## config.mk

```make
export PLATFORM = sky130hd
export DESIGN_NAME = am_insert_tx
export DESIGN_NICKNAME = d
export VERILOG_FILES = /design/src/rtl/am_insert_tx.sv
export SDC_FILE = /design/constraint.sdc
export NUM_CORES = 1
export LEC_CHECK = 0
export CORE_MARGIN = 3
export CORE_UTILIZATION = 45
export DETAILED_ROUTE_END_ITERATION = 7
export PLACE_DENSITY = 0.86
export SYNTH_ARGS = -nofsm -noshare
export SYNTH_HDL_FRONTEND = slang
export SYNTH_SLANG_ARGS = --single-unit
export TNS_END_PERCENT = 100
```

## constraint.sdc

```tcl
create_clock -name clk -period 2 [get_ports clk]
set_input_delay 0.4 -clock clk [delete_from_list [all_inputs] [get_ports clk]]
set_output_delay 0.4 -clock clk [all_outputs]
set_load 0.005 [all_outputs]
```

## src/rtl/am_insert_tx.sv

```systemverilog
// Alignment marker inserter for one 40GBASE-R PCS lane, with BIP3/BIP7 generation.
// Optional build macro AM_TX_SHORT_GAP_EN: forces a 31-block marker gap (simulation only).
module am_insert_tx #(
  parameter int BLOCK_W = 66,
  parameter int LANE    = 0,
  parameter int GAP_N   = 16383
) (
  input  logic               clk,
  input  logic               nreset,
  input  logic               valid_i,
  input  logic [BLOCK_W-1:0] block_i,
  output logic               ready_o,
  output logic               valid_o,
  output logic [BLOCK_W-1:0] block_o,
  output logic               am_v_o
);

`ifdef AM_TX_SHORT_GAP_EN
  localparam int GAP = 31;
`else
  localparam int GAP = GAP_N;
`endif
  localparam int CW = $clog2(GAP + 1);

  // Marker bytes packed as {M0, M1, M2, M4, M5, M6}
  localparam logic [47:0] AM_BYTES =
    (LANE == 0) ? 48'h90_76_47_6f_89_b8 :
    (LANE == 1) ? 48'hf0_c4_e6_0f_3b_19 :
    (LANE == 2) ? 48'hc5_65_9b_3a_9a_64 :
                  48'ha2_79_3d_5d_86_c2;

  logic [CW-1:0]      cnt_q;
  logic [7:0]         bip_q;
  logic [BLOCK_W-1:0] am_blk;
  logic               am_slot;

  // Byte-wise XOR of the payload lanes; sync header folds into bits 3 and 4
  function automatic logic [7:0] parity(input logic [BLOCK_W-1:0] b);
    logic [7:0] p;
    p = {3'b000, b[1], b[0], 3'b000};
    for (int unsigned j = 0; j < 8; j++) begin
      p ^= b[8*j+2 +: 8];
    end
    return p;
  endfunction

  always_comb begin
    am_blk = {~bip_q, AM_BYTES[7:0], AM_BYTES[15:8], AM_BYTES[23:16],
              bip_q, AM_BYTES[31:24], AM_BYTES[39:32], AM_BYTES[47:40], 2'b10};
  end

  assign am_slot = (cnt_q == '0);
  assign ready_o = nreset & ~am_slot;

  always_ff @(posedge clk) begin
    if (!nreset) begin
      cnt_q   <= '0;
      bip_q   <= '0;
      valid_o <= 1'b0;
      am_v_o  <= 1'b0;
      block_o <= '0;
    end else begin
      valid_o <= valid_i;
      am_v_o  <= valid_i & am_slot;
      if (valid_i) begin
        if (am_slot) begin
          block_o <= am_blk;
          bip_q   <= parity(am_blk);
          cnt_q   <= CW'(1);
        end else begin
          block_o <= block_i;
          bip_q   <= bip_q ^ parity(block_i);
          cnt_q   <= (cnt_q == CW'(GAP)) ? '0 : cnt_q + 1'b1;
        end
      end
    end
  end

endmodule

```

==> out/results.ini <==
[timing]
finalHoldViolCount = 0
worst_pin_slew_ps = 371.7
setup_viol = 0
fin_crit_sh = 0.9630
maxSlewViolCount = 0
relSlewSlack = 0.7503
rsz0062_at_grt = true
setup_ws_ps = 73.91
fmax_mhz = 519.2
fin_crit_ps = 1926
finClkSkew_ps = 17.55

[layout]
multiInputGateArea_mm2 = 0.002100
nFillCells = 650
fin_cells = 701
final_util = 0.6959
nets = 662
drive_gt1_frac = 0.09732
seqCellArea_mm2 = 0.001803
n_antenna_cell = 0
syn_to_final_growth_pct = 45.81

[synthesis]
ys.flop_type = dfxtp_1
synth_mux_area_frac = 0.004980
yosysWarnings = 0
synth_top_family_by_area = compound AO/OA/AOI/OAI gates
yosys.area.top_type = dfxtp_1
ys_types = 45
synthTopCellsByArea = dfxtp_1, xnor2_1, nor2_1
async_reset_ff_frac = 0
synth_compound_area_frac = 0.1958
yosys.cell_count.top_type = dfxtp_1
synth_area_mm2 = 0.004020
synthXorXnorAreaFrac = 0.1429
synth-seq-area-share = 0.4482
syn-mean-instance-area_um2 = 8.994
synth-simple-area-share = 0.1631
synth-seq-cells = 90
yosys-top-cells-count = dfxtp_1, nor2_1, xnor2_1
syn_nets = 518
synth_edf_count = 0
synth_top_area_frac = 0.4482
syn_inst = 447
synth_fa_ha_area_frac = 0.006225

[die]
die_w_um = 100.5
initial_core_util = 0.4773
rows = 33
dieArea_mm2 = 0.01010
core-area_mm2 = 0.008423
io_pins = 138
fp.dieH_um = 100.5

[pwr]
power_density_mw_per_mm2 = 723.1
leakagePower_nw = 2.166
peakVddDrop_mv = 0.3526
total_power_mw = 4.239

[clock_network]
clock_sinks = 90
clk_latency_ps = 360
cts_tree = built
clkTransAtPathRegs_ps = 100
htreeDepth = 3
clock_path_buffers = 2
ctsRootBufferMaster = clkbuf_8
cts_inserted_buffers = 9

[worst_setup_path]
cp.required_ps = 1600
path_class = flip-flop to primary output
startpoint_type = flip-flop
worstPathMaxFanout = 2
arrival_ps = 1530
r2r_cells = 9
endpoint_kind = primary output

[global_routing]
grt_overflow_total = 0
grt_max_degree = 46
grt_antenna_before_repair = 0
first_global_vias = 3886
grt_pass1_wl_um = 18820
grtUsageTotal = 0.2351

[drt]
routed_wl_um = 12030
drt_iter0_drc = 142
drt-wirelength-per-cell_um = 17.16
ant_nets = 0
drc = 0
viasPerCell = 5.428
first_pass_iters = 5
vias = 3805

[placement]
dp.cells = 682
post-place-ws_ps = -195.6
hpwl_um = 8779
portBuffers = 137
gp_congestion = 0.8571

[job]
max-cap-violations = 0

[hold_path]
hp-class = input port to flip-flop
whs_path_depth = 3

[run_status]
status = complete, no violations

final timing paths:
path | endpoint | start | slack, ps
max reg2reg | cnt_q[1]$_SDFFE_PN0P_ | cnt_q[0]$_SDFFE_PN0P_ | 80
max | ready_o | cnt_q[0]$_SDFFE_PN0P_ | 70
min | cnt_q[0]$_SDFFE_PN0P_ | valid_i | 450
min reg2reg | block_o[26]$_SDFFE_PN0P_ | block_o[26]$_SDFFE_PN0P_ | 490
layout by cell type, fill, tap and decap left out, types with 2 or more instances in the layout:
master,n
nand3_1,11
a22o_1,25
clkinvlp_4,2
nand4_1,5
a211oi_1,9
nand3b_1,2
a31oi_1,6
nand4b_1,2
inv_1,3
buf_4,19
nand2_1,25
buf_2,2
o21ai_0,26
and3_1,2
inv_6,2
a311oi_2,4
or3_1,7
nand2b_1,6
buf_12,4
nor2_1,67
mux2i_1,2
dfxtp_1,89
xnor2_1,54
a21oi_1,35
clkbuf_8,9
inv_2,2
a311oi_1,4
xor2_1,9
clkdlybuf4s50_1,135
nor2_2,3
and4_1,2
per-layer routing:
layer / track usage / vias to the layer above / wire length, um
li1: - / 1844 / -
met1: 0.2792 / 1821 / 4918
met2: 0.4103 / 116 / 6081
met3: 0.05467 / 24 / 737
met4: 0.09119 / 0 / 289
met5: 0 / - / 0
sequential cells by signal (all words and copies together) (netlist names):
| signal | count |
|---|---|
| block_o | 66 |
| bip_q | 8 |
| cnt_q | 14 |
| am_v_o | 1 |
| valid_o | 1 |
power by group:
part / leakage, nW / switching, mW / internal, mW
registers: 0.741 / 0.0673 / 1.90
logic: 1.33 / 0.444 / 0.552
clock network: 0.0962 / 0.689 / 0.587
critical path, cell delays in order, from the launching register on:
cell and delay [ps]:
dfxtp_2 330, inv_2 70, ha_4 130, nor4b_4 210
and4_4 270, nor2_2 40, buf_2 120
kinds of logic (layout without fill, tap and decap cells):
group           count (synthesis)  after routing
flops                          90             90
buf+inv                        33            182
xor+xnor                       64             64
fa+ha+maj                       2              2
mux                             2              2
simple gates                  139            139
compound gates                117            117
stage by stage:
| step | hold WS (ps) | cell area (um2) | setup TNS (ps) |
|---|---|---|---|
| after floorplan | 474.6 | 4020 | 0 |
| after global placement | 461.9 | 5593 | -115.4 |
| after detailed placement | 465.7 | 5593 | -217.8 |
| after CTS | 459.6 | 5841 | 0 |
| after global routing | 498.1 | 5862 | 0 |
| final | 450.1 | 5862 | 0 |
area by class of cell:
class / instances / area share
Clock inverter: 7 / 0.01302
Tap cell: 105 / 0.02241
Inverter: 5 / 0.003202
Clock buffer: 9 / 0.02113
Sequential cell: 90 / 0.3076
Timing Repair Buffer: 161 / 0.2745
Multi-Input combinational cell: 324 / 0.3582
repair_timing:
| item | CTS | global route |
|---|---|---|
| buffers inserted | 2 | 0 |
| cloned | 0 | 1 |
| endpoints found under the hold margin | 0 | 0 |
| resized for setup | 9 | 3 |
| setup endpoints to repair | 1 | 2 |
| pin swaps | 1 | 2 |
| hold buffers | 0 | 0 |
Power figures use the tool's default switching activity.
